$ cat config.mk
export PLATFORM = sky130hd
export DESIGN_NAME = stream_cycle_monitor
export DESIGN_NICKNAME = d
export VERILOG_FILES = /design/src/rtl/stream_cycle_monitor.sv
export SDC_FILE = /design/constraint.sdc
export NUM_CORES = 1
export LEC_CHECK = 0
export ABC_AREA = 1
export BUFFER_PORTS_ARGS = -buffer_cell sky130_fd_sc_hd__buf_2
export CAP_MARGIN = 0
export CORE_ASPECT_RATIO = 2
export CORE_MARGIN = 2
export CORE_UTILIZATION = 61
export CTS_CLUSTER_SIZE = 10
export DETAILED_ROUTE_END_ITERATION = 8
export PLACE_DENSITY_LB_ADDON = 0.12
export SLEW_MARGIN = 20
export SYNTH_ARGS = -nofsm -noshare
export SYNTH_HDL_FRONTEND = slang
export SYNTH_SLANG_ARGS = --single-unit
$ cat constraint.sdc
create_clock -name clk -period 5.83 [get_ports clk]
set_clock_uncertainty 0.2 [all_clocks]
set_input_delay 0 -clock clk [delete_from_list [all_inputs] [get_ports clk]]
set_output_delay 0 -clock clk [all_outputs]
set_load 0.02 [all_outputs]
$ cat src/rtl/stream_cycle_monitor.sv
// stream_cycle_monitor: per-channel ready/valid stream start/end detection with cycle, transfer, stall counters and sticky inactivity timeout
module stream_cycle_monitor #(
  parameter int NUM_CH = 3,
  parameter int DATA_WIDTH = 17,
  parameter logic [DATA_WIDTH-1:0] DONE_TOKEN = 17'h10100,
  parameter int COUNT_WIDTH = 32,
  parameter int TIMEOUT = 1024
) (
  input  logic                          clk,
  input  logic                          rst_n,
  input  logic                          clk_en,
  input  logic                          flush,
  input  logic [NUM_CH*DATA_WIDTH-1:0]  ch_data,
  input  logic [NUM_CH-1:0]             ch_valid,
  input  logic [NUM_CH-1:0]             ch_ready,
  output logic [NUM_CH*COUNT_WIDTH-1:0] cycle_count,
  output logic [NUM_CH*COUNT_WIDTH-1:0] xfer_count,
  output logic [NUM_CH*COUNT_WIDTH-1:0] stall_count,
  output logic [NUM_CH-1:0]             ch_active,
  output logic [NUM_CH-1:0]             ch_done,
  output logic                          all_done,
  output logic [NUM_CH-1:0]             timeout
);
  localparam int IW = TIMEOUT > 0 ? $clog2(TIMEOUT + 1) : 1;
  localparam logic [IW-1:0] TMO = IW'(TIMEOUT);
  localparam logic [1:0] S_IDLE = 2'd0, S_ACT = 2'd1, S_DONE = 2'd2;
  logic [NUM_CH-1:0] done_n;
  for (genvar i = 0; i < NUM_CH; i++) begin : g_ch
    logic [1:0] st, st_n;
    logic [COUNT_WIDTH-1:0] cyc, xfr, stl;
    logic [IW-1:0] idl, idl_n;
    logic to, to_n, v, r, hs, dn, cnt;
    always_comb begin
      v = ch_valid[i];
      r = ch_ready[i];
      hs = v & r;
      dn = ch_data[i*DATA_WIDTH +: DATA_WIDTH] == DONE_TOKEN;
      cnt = (st == S_IDLE && v) || st == S_ACT;
      st_n = (cnt && hs && dn) ? S_DONE : (st == S_IDLE && v) ? S_ACT : st;
      idl_n = (hs || st == S_IDLE) ? '0 : (st == S_ACT && idl != TMO) ? idl + 1'b1 : idl;
      to_n = (TIMEOUT > 0) && (to || (st == S_ACT && idl_n == TMO));
    end
    always_ff @(posedge clk or negedge rst_n)
      if (!rst_n) begin
        st <= S_IDLE;
        cyc <= '0;
        xfr <= '0;
        stl <= '0;
        idl <= '0;
        to <= 1'b0;
      end else if (clk_en) begin
        if (flush) begin
          st <= S_IDLE;
          cyc <= '0;
          xfr <= '0;
          stl <= '0;
          idl <= '0;
          to <= 1'b0;
        end else begin
          st <= st_n;
          cyc <= cyc + COUNT_WIDTH'(cnt && !(&cyc));
          xfr <= xfr + COUNT_WIDTH'(cnt && hs && !(&xfr));
          stl <= stl + COUNT_WIDTH'(cnt && v && !r && !(&stl));
          idl <= idl_n;
          to <= to_n;
        end
      end
    assign done_n[i] = st_n == S_DONE;
    assign cycle_count[i*COUNT_WIDTH +: COUNT_WIDTH] = cyc;
    assign xfer_count[i*COUNT_WIDTH +: COUNT_WIDTH] = xfr;
    assign stall_count[i*COUNT_WIDTH +: COUNT_WIDTH] = stl;
    assign ch_active[i] = st == S_ACT;
    assign ch_done[i] = st == S_DONE;
    assign timeout[i] = to;
  end
  always_ff @(posedge clk or negedge rst_n)
    if (!rst_n) all_done <= 1'b0;
    else if (clk_en) all_done <= flush ? 1'b0 : &done_n;
endmodule

Yosys cells after proc, flatten, opt, wreduce, memory -nomap -nowiden --
Index checks and enable logic that the tools add are counted.
Word-level totals: register bits after elaboration 331, bits of input ports 61, output and inout port bits 298, logic and storage cells 147
Cells by class: add/subtract/negate cells 12, eq/ne operators 18, muxes and demuxes 31, bitwise logic cells 3, reduce and logical (&&, ||, !) cells 64
Operators by type and width (number):
- $add 32x1->32 | 9
- $mux 32 | 9
- $reduce_and 32->1 | 9
- $mux 11 | 9
- $eq 17x17->1 const B | 3
- $add 11x1->11 const B | 3
- $eq 11x11->1 const B | 3
- $ne 11x11->1 const B | 3
- $logic_and 1x1->1 | 30
- $mux 2 | 9
- $eq 2x2->1 const B | 6
- $logic_not 1->1 | 12
- $logic_or 1x1->1 | 9
- $eq 2x1->1 const B | 3
- $logic_not 2->1 | 3
- $mux 1 | 4
- $and 1x1->1 | 3
- $reduce_and 3->1 | 1

Depth between registers and ports, before layout --
Gate-level depths: netlist of the first run.
depth after elaboration 9, gate-level depth with buffers 21, gate-level depth less buffers 21

Worst setup path after synthesis of the first run --
OpenSTA, ideal clock, no wires.
path kind register -> register, start point register g_ch[0].xfr[14], end point register g_ch[0].xfr[26], setup time 0.120 ns, arrival time 2.613 ns, data required time 5.510 ns, slack 2.897 ns, stages on the path, launching flop included 18, path buffers 0, clock period less this slack 2.933 ns, cell sequence dfrtp_1 -> nand2_1 -> nor3_1 -> nand4_1 -> nor3_1 -> nand3_1 -> o21a_1 -> ha_1 -> ha_1 -> nand3_1 -> nor2_2 -> nand2_1 -> nor2_1 -> nand3_1 -> inv_1 -> nand2_1 -> o21ai_0 -> and3_1
Between the ends: word-level cells in the longest chain between the ends 5
RTL lines:
- start: declaration | line 30 | logic [COUNT_WIDTH-1:0] cyc, xfr, stl;
- start signal: assignment | line 62 | xfr <= xfr + COUNT_WIDTH'(cnt && hs && !(&xfr));
- $reduce_and 32->1 | line 62
- $logic_not 1->1 | line 62
- $logic_and 1x1->1 | line 62
- $add 32x1->32 (*) | line 62
- $mux 32 (*) | line 52 | if (flush) begin
Every way passes the cells marked *; elsewhere a longest branch is shown, timed or not. A chain may end at the register's enable or synchronous reset.

Final worst setup path of the first run --
start point register g_ch[1].xfr[14], end point register g_ch[1].xfr[28]
Between the ends: word-level cells in the longest chain between the ends 5
RTL lines (line):
- start: declaration | 30
- start signal: assignment | 62
- $reduce_and 32->1 | 62
- $logic_not 1->1 | 62
- $logic_and 1x1->1 | 62
- $add 32x1->32 (*) | 62
- $mux 32 (*) | 52
Marks and branches as above.

==> flow_summary_export.csv, run 1 <==
group,metric,value,unit
grt,grt_pass1_wl,98760,um
worst_hold_path,hold_class,"input port to register",
sta,fin_crit_sh,59.31,%
power,ir_drop,0.2415,mV
floorplan,dieArea,33680,um2
worst_setup_path,cp_max_fo,5,
cts,ctsLongestPathBuffers,3,
power,power_frac_seq,48.8,%
synthesis,synth_fp_nets,2747,
cts,cts_sinks,331,
worst_setup_path,critical_path_arrival,3730,ps
sta,setup_viol,0,
power,switching_power,1.210,mW
worst_setup_path,path_cells,"nand2_1, nor3_1, inv_1, nor4_1, inv_1, nor3_1, nor3_1, ha_1, ha_1, nand2_4, nor2_4, nand3_2, nor3_2, nand2_1, nor2_2, nand2_1, nor2_2, a21oi_1, o21a_1",
synthesis,synthFlopType,"dfrtp_1",
detailed_routing,first_pass_iters,7,
power,power,4.808,mW
cts,clock_latency,550,ps
cts,cts_resized,0,
synthesis,async_reset_ff_share,100.0,%
synthesis,syn_avg_cell_area,7.366,um2
synthesis,yosysMostFrequentCell,"nand2_1",
worst_setup_path,rr_startpoint,"g_ch[1].xfr[14]",
detailed_routing,drc,0,
synthesis,ys_seq_area_share,42.24,%
cts,htree_levels,2,
power,leakagePower,11.21,nW
detailed_routing,ant_nets,0,
power,internal_power,3.599,mW
sta,drv_slew,0,
synthesis,synth_edf_count,0,
layout,drive_gt1_share,16.89,%
synthesis,netlist.area_leader.share,42.24,%
floorplan,initial_utilization,62.17,%
sta,fmax,289.2,MHz
floorplan,die_w,130.8,um
place,port-buffer-count,358,
synthesis,synth_top_cell_by_area,"dfrtp_1",
worst_setup_path,cp-end-kind,"register",
grt,use_met2,66.96,%
worst_setup_path,cp_slowest_cell,"dfrtp_1",
synthesis,synth_common_cells,"539 x nand2_1, 370 x inv_1, 331 x dfrtp_1, 327 x nor2_1, 184 x o21ai_0",
synthesis,syn-instance-count,2662,
synthesis,netlist_area,19610,um2
power,swShare,25.16,%
worst_hold_path,hold_end,"g_ch[1].st[1]",
grt,grt_overflow,0,
synthesis,synth.yosys.warnings,0,
layout,area_delta_synth_final,17.54,%
place,place_congestion,0.9319,
synthesis,ys_top_cells_by_area,"dfrtp_1 42%, nand2_1 10%, inv_1 7.1%, nor2_1 6.3%, o21ai_0 4.7%",
place,place.detailed.hpwl,44920,um
power,p_clk_share,44.6,%
synthesis,synthDistinctLibCells,54,
sta,max_slew_margin,31.96,%
detailed_routing,routed_wl,61560,um
cts,cts_buffers,39,
detailed_routing,vias,20400,
worst_setup_path,required,6110,ps
cts,cts-root-buf,"clkbuf_16",
grt,grt_pass1_vias,20710,
grt,grt_start_max_net_pins,115,
grt,antenna_found_initial,0,
sta,hold_viol,0,
cts,clk_pin_slew,60,ps
sta,tns,0,ps
power,p_comb_share,6.6,%
run,drv_cap,0,
worst_setup_path,cp_num_buf_inv,2,
worst_setup_path,cp_num_cells,19,
status,status,"complete, no violations",
floorplan,core-area,31540,um2
worst_hold_path,min-delay-start,"ch_data[31]",
grt,met3_usage,6.401,%
cts,tritoncts,"built",
worst_hold_path,min_path_cells,5,
floorplan,ios,359,
detailed_routing,viasPerCell,5.895,
sta,rsz0062_at_grt,"no",
worst_setup_path,r2r_slack,2370,ps
worst_setup_path,start_kind,"register",
worst_setup_path,cp_slowest_stage_delay,420,ps
layout,antenna_cells,0,
worst_setup_path,critPathTopFamily,"simple AND/OR/NAND/NOR gates",
grt,grt_usage,36.62,%
sta,post-route-min-period,3458,ps
worst_setup_path,crit_type,"register to register",
layout,fin_nets,3119,
grt,met1_usage,37.31,%
floorplan,die_h,257.6,um
power,p_per_area,208.6,nW/um2
floorplan,std_cell_rows,92,
synthesis,synth-seq-cells,331,
detailed_routing,drt_iter0_drc,1273,
worst_setup_path,reg2reg_depth,19,
detailed_routing,wl_per_cell,17.79,um
sta,worst_slew_pin_slew,1021,ps
worst_setup_path,r2r_end,"g_ch[1].xfr[28]",
grt,grt-busiest-layer,"met2",
## worst min-delay path: stages
cell	delay, ps
buf_2	70
nor3b_1	50
nand4_1	90
dlygate4sd3_1	610
a21oi_1	80
## per-stage QoR
stage | std cells | area (um2) | setup slack [ps] | hold WS (ps) | utilization [%]
floorplan | 2662 | 19610 | 2897 | -495.6 | -
global placement | 3392 | 21790 | 2528 | -40.95 | 69.08
detailed placement | 3392 | 21790 | 2471 | -30.32 | 69.08
CTS | 3461 | 23050 | 2451 | 177.5 | 73.07
global route | 3461 | 23050 | 2109 | 248.4 | 73.07
finish | 3461 | 23050 | 2372 | 220.0 | 73.07
## power by group through the flow
stage               registers [mW]  clock network [mW]  logic (mW)
floorplan                     2.40                   0       0.143
finish                        2.35                2.15       0.315
global route                  2.35                2.25       0.353
global placement              2.39                   0       0.298
CTS                           2.35                2.16       0.315
detailed placement            2.39                   0       0.304
## state kept, by name, summed over array words and instances, names as in the netlist
| name | flops |
|---|---|
| all_done | 1 |
| g_ch.cyc | 96 |
| g_ch.xfr | 96 |
| g_ch.idl | 33 |
| g_ch.st | 6 |
| g_ch.to | 3 |
| g_ch.stl | 96 |
## per-layer routing
layer / vias to the layer above / wire length (um)
met3: 274 / 3905
li1: 9595 / -
met2: 858 / 32500
met4: 0 / 4407
met5: - / 0
met1: 9675 / 20740
## cells by family after synthesis
| kind of cell | count (synthesis) | share of synthesized area, % |
|---|---|---|
| flip-flops | 331 | 42.24 |
| adder cells (fa/ha/maj) | 24 | 1.532 |
| XOR/XNOR | 21 | 0.9381 |
| buffers and inverters | 434 | 8.468 |
| AO/OA/AOI/OAI | 488 | 13.82 |
| AND/OR/NAND/NOR | 1364 | 33.00 |
## cell usage in the layout (no fill, tap or decap), types with 7 or more instances in the layout
| master | n |
|---|---|
| a21oi_1 | 174 |
| a22o_1 | 9 |
| a31oi_1 | 23 |
| and3_1 | 10 |
| buf_2 | 356 |
| buf_4 | 7 |
| clkbuf_16 | 39 |
| dfrtp_1 | 331 |
| dlygate4sd3_1 | 24 |
| ha_1 | 24 |
| inv_1 | 369 |
| nand2_1 | 538 |
| nand2_2 | 16 |
| nand3_1 | 133 |
| nand3_2 | 8 |
| nand4_1 | 81 |
| nand4_4 | 8 |
| nor2_1 | 326 |
| nor2_2 | 16 |
| nor2_4 | 24 |
| nor3_1 | 123 |
| nor4_1 | 39 |
| o21a_1 | 26 |
| o21ai_0 | 184 |
| o21ai_1 | 13 |
| o221ai_1 | 7 |
| o22ai_1 | 25 |
| o31ai_1 | 8 |
| or2_2 | 7 |
| xor2_1 | 19 |
## cell type report
type | count | area, um2
Clock buffer | 41 | 983.4
Clock inverter | 4 | 35.03
Fill cell | 2723 | 8493
Inverter | 375 | 1408
Multi-Input combinational cell | 1897 | 9679
Sequential cell | 331 | 8283
Tap cell | 423 | 529.3
Timing Repair Buffer | 390 | 2130
## timing repair
item | CTS | global route
hold buffers | 24 | 0
endpoints found under the hold margin | 186 | 0
setup buffers | 0 | 0
## how the worst max path moves through the flow
stage / to / slack [ps] / start
2_1_floorplan: g_ch[0].xfr[26] / 2900 / g_ch[0].xfr[14]
3_3_place_gp: g_ch[1].xfr[28] / 2530 / g_ch[1].xfr[14]
3_5_place_dp: g_ch[1].stl[30] / 2470 / g_ch[1].stl[13]
4_1_cts: g_ch[2].stl[28] / 2450 / g_ch[2].stl[14]
5_1_grt: g_ch[2].stl[26] / 2110 / g_ch[2].stl[14]
6_report: g_ch[1].xfr[28] / 2370 / g_ch[1].xfr[14]
No activity file was read; power rests on OpenSTA's default activity.
==> run 2: changes to the inputs <==
CORE_UTILIZATION = 51   (was 61)
clock period = 3.1 ns   (was 5.83 ns; I/O delays follow)
==> run 2 against run 1 <==
Net effect:
- the run now ends with setup timing left
- non-clock buffer count rose by 194
- total power rose by 91%
- combinational power rose by 110%
==> flow_summary_export.csv, run 2 (same netlist as run 1, synthesis figures left out) <==
group,metric,value,unit
layout,final_cell_mix,"507 x nand2_1, 356 x inv_1, 356 x buf_2",
sta,rsz0062_at_grt,"yes",
power,p_per_area,367.1,nW/um2
worst_setup_path,start_kind,"register",
worst_setup_path,cp_slowest_cell,"dfrtp_1",
floorplan,std_cell_rows,101,
power,power,9.205,mW
layout,ff_latch_area,8297,um2
layout,final_common_cell,"nand2_1",
worst_hold_path,hold_end,"g_ch[1].cyc[27]",
sta,max_slew_margin,51.99,%
power,leakagePower,12.38,nW
status,violations,"setup timing",
status,status,"complete, but fails checks",
sta,setup_viol,4,
worst_setup_path,r2r_end,"g_ch[1].stl[26]",
layout,multi_input_area,10110,um2
sta,worst_slew_pin_slew,720.1,ps
worst_setup_path,reg2reg_depth,18,
floorplan,initial_utilization,51.72,%
sta,worst_slack,-33.38,ps
floorplan,die_h,281.3,um
cts,clk_pin_slew,60,ps
worst_setup_path,critical_path_arrival,3350,ps
grt,grt_overflow,0,
worst_setup_path,rr_startpoint,"g_ch[1].stl[12]",
floorplan,core-area,37910,um2
layout,drive_gt1_share,25.29,%
layout,finalNonFillerCells,3697,
floorplan,die_w,142.6,um
cts,ctsLongestPathBuffers,3,
worst_hold_path,min_path_cells,3,
power,ir_drop,0.4095,mV
cts,htree_levels,2,
worst_setup_path,r2r_slack,-30,ps
detailed_routing,vias,21070,
place,place.detailed.hpwl,49520,um
sta,post-route-min-period,3133,ps
power,p_clk_share,44.9,%
worst_setup_path,crit_path_frequent_cell,"nor2_4",
place,dpl_worst_slack,-102.2,ps
power,internal_power,6.857,mW
detailed_routing,first_pass_iters,6,
layout,fillers,3319,
layout,final_area,25080,um2
worst_hold_path,hold_class,"input port to register",
power,switching_power,2.348,mW
floorplan,dieArea,40130,um2
worst_setup_path,cp-end-kind,"register",
layout,fin_nets,3313,
detailed_routing,drc,0,
grt,grt_start_max_net_pins,133,
layout,largest_registers,"g_ch.cyc (96), g_ch.stl (96), g_ch.xfr (96)",
cts,tritoncts,"built",
worst_setup_path,crit_type,"register to register",
detailed_routing,routed_wl,67540,um
cts,cts_buffers,39,
worst_setup_path,cp_slowest_stage_delay,410,ps
run,drv_cap,0,
power,power_frac_seq,47.8,%
place,place_inst,3562,
cts,cts-root-buf,"clkbuf_16",
worst_setup_path,critPathTopFamily,"simple AND/OR/NAND/NOR gates",
cts,cts_sinks,331,
place,placed_area,22860,um2
detailed_routing,ant_nets,0,
detailed_routing,wl_per_cell,18.27,um
worst_setup_path,path_cells,"nand2_2, nor2_1, nand2_1, nor3_4, nor4_4, ha_2, buf_4, ha_4, nand3_4, nor2_4, nand2_4, nor2_4, nand3_4, nor2_4, buf_4, nand4_1, o21ai_1, a21oi_1",
grt,grt_pass1_wl,104500,um
layout,area_delta_synth_final,27.89,%
place,place_congestion,0.9488,
sta,fin_crit_sh,101.1,%
sta,fmax,319.1,MHz
grt,grt_usage,32.62,%
grt,antenna_found_initial,0,
grt,grt_pass1_vias,21040,
place,port-buffer-count,358,
worst_setup_path,required,3320,ps
sta,drv_slew,0,
floorplan,ios,359,
worst_hold_path,min-delay-start,"flush",
power,p_comb_share,7.3,%
detailed_routing,drt_iter0_drc,1154,
layout,antenna_cells,0,
worst_setup_path,cp_num_buf_inv,2,
cts,clock_latency,550,ps
power,swShare,25.51,%
sta,holdWs,118.8,ps
sta,hold_viol,0,
worst_setup_path,cp_max_fo,4,
detailed_routing,viasPerCell,5.700,
==> run 2: worst reg2reg max path, stage by stage, from the launching register on <==
cell and delay [ps]:
dfrtp_1 410, nand2_2 140, nor2_1 70, nand2_1 150, nor3_4 70, nor4_4 290
ha_2 230, buf_4 120, ha_4 130, nand3_4 80, nor2_4 150, nand2_4 70
nor2_4 170, nand3_4 110, nor2_4 200, buf_4 140, nand4_1 90, o21ai_1 150
a21oi_1 50
==> run 2: area by class of cell <==
class                      instances  area share (%)
clock buffer                      44           4.052
clock inverter                     3          0.1297
inverter                         375           5.613
multi-input combinational       1897           40.32
sequential                       331           33.09
tap                              463           2.310
timing repair buffer             584           14.49
==> run 2: how the worst max path moves through the flow <==
stage | start | to | slack (ps) | cells past startpoint
after floorplan | g_ch[0].xfr[14] | g_ch[0].xfr[26] | 170 | 17
after global placement | g_ch[1].cyc[15] | g_ch[1].cyc[30] | -110 | 21
after detailed placement | g_ch[1].cyc[15] | g_ch[1].cyc[30] | -100 | 21
after CTS | g_ch[1].stl[12] | g_ch[1].stl[30] | 6 | 17
after global routing | g_ch[1].stl[12] | g_ch[1].stl[28] | -240 | 18
final | g_ch[1].stl[12] | g_ch[1].stl[26] | -30 | 18
==> run 2: timing repair <==
| action | CTS | global route |
|---|---|---|
| endpoints found under the setup margin | 9 | 97 |
| resized for setup | 4 | 138 |
| setup buffers | 0 | 69 |
| hold buffers | 21 | 0 |
| hold endpoints to repair | 419 | 0 |
| pin swaps | 0 | 59 |
==> run 2: power by group through the flow <==
stage | sequential [mW] | combinational (mW) | clock [mW]
after global placement | 4.47 | 0.627 | 0
after global routing | 4.40 | 0.733 | 4.35
final | 4.40 | 0.668 | 4.14
after CTS | 4.40 | 0.656 | 4.21
after floorplan | 4.51 | 0.269 | 0
after detailed placement | 4.48 | 0.638 | 0
==> run 2: routing by layer <==
metal | vias to the layer above | GRT usage, % | part of all wire [%]
met5 | - | 0 | 0
met4 | 0 | 19.98 | 6.8
met3 | 272 | 5.827 | 6.4
met2 | 853 | 60.69 | 52
met1 | 9956 | 33.14 | 35
li1 | 9991 | - | -
==> run 2: through the flow <==
step | setup TNS [ps] | utilization (%)
after floorplan | 0 | -
after global routing | -2003 | 66.14
after detailed placement | -278.9 | 60.31
after CTS | 0 | 63.68
final | -76.50 | 66.14
after global placement | -243.9 | 60.31
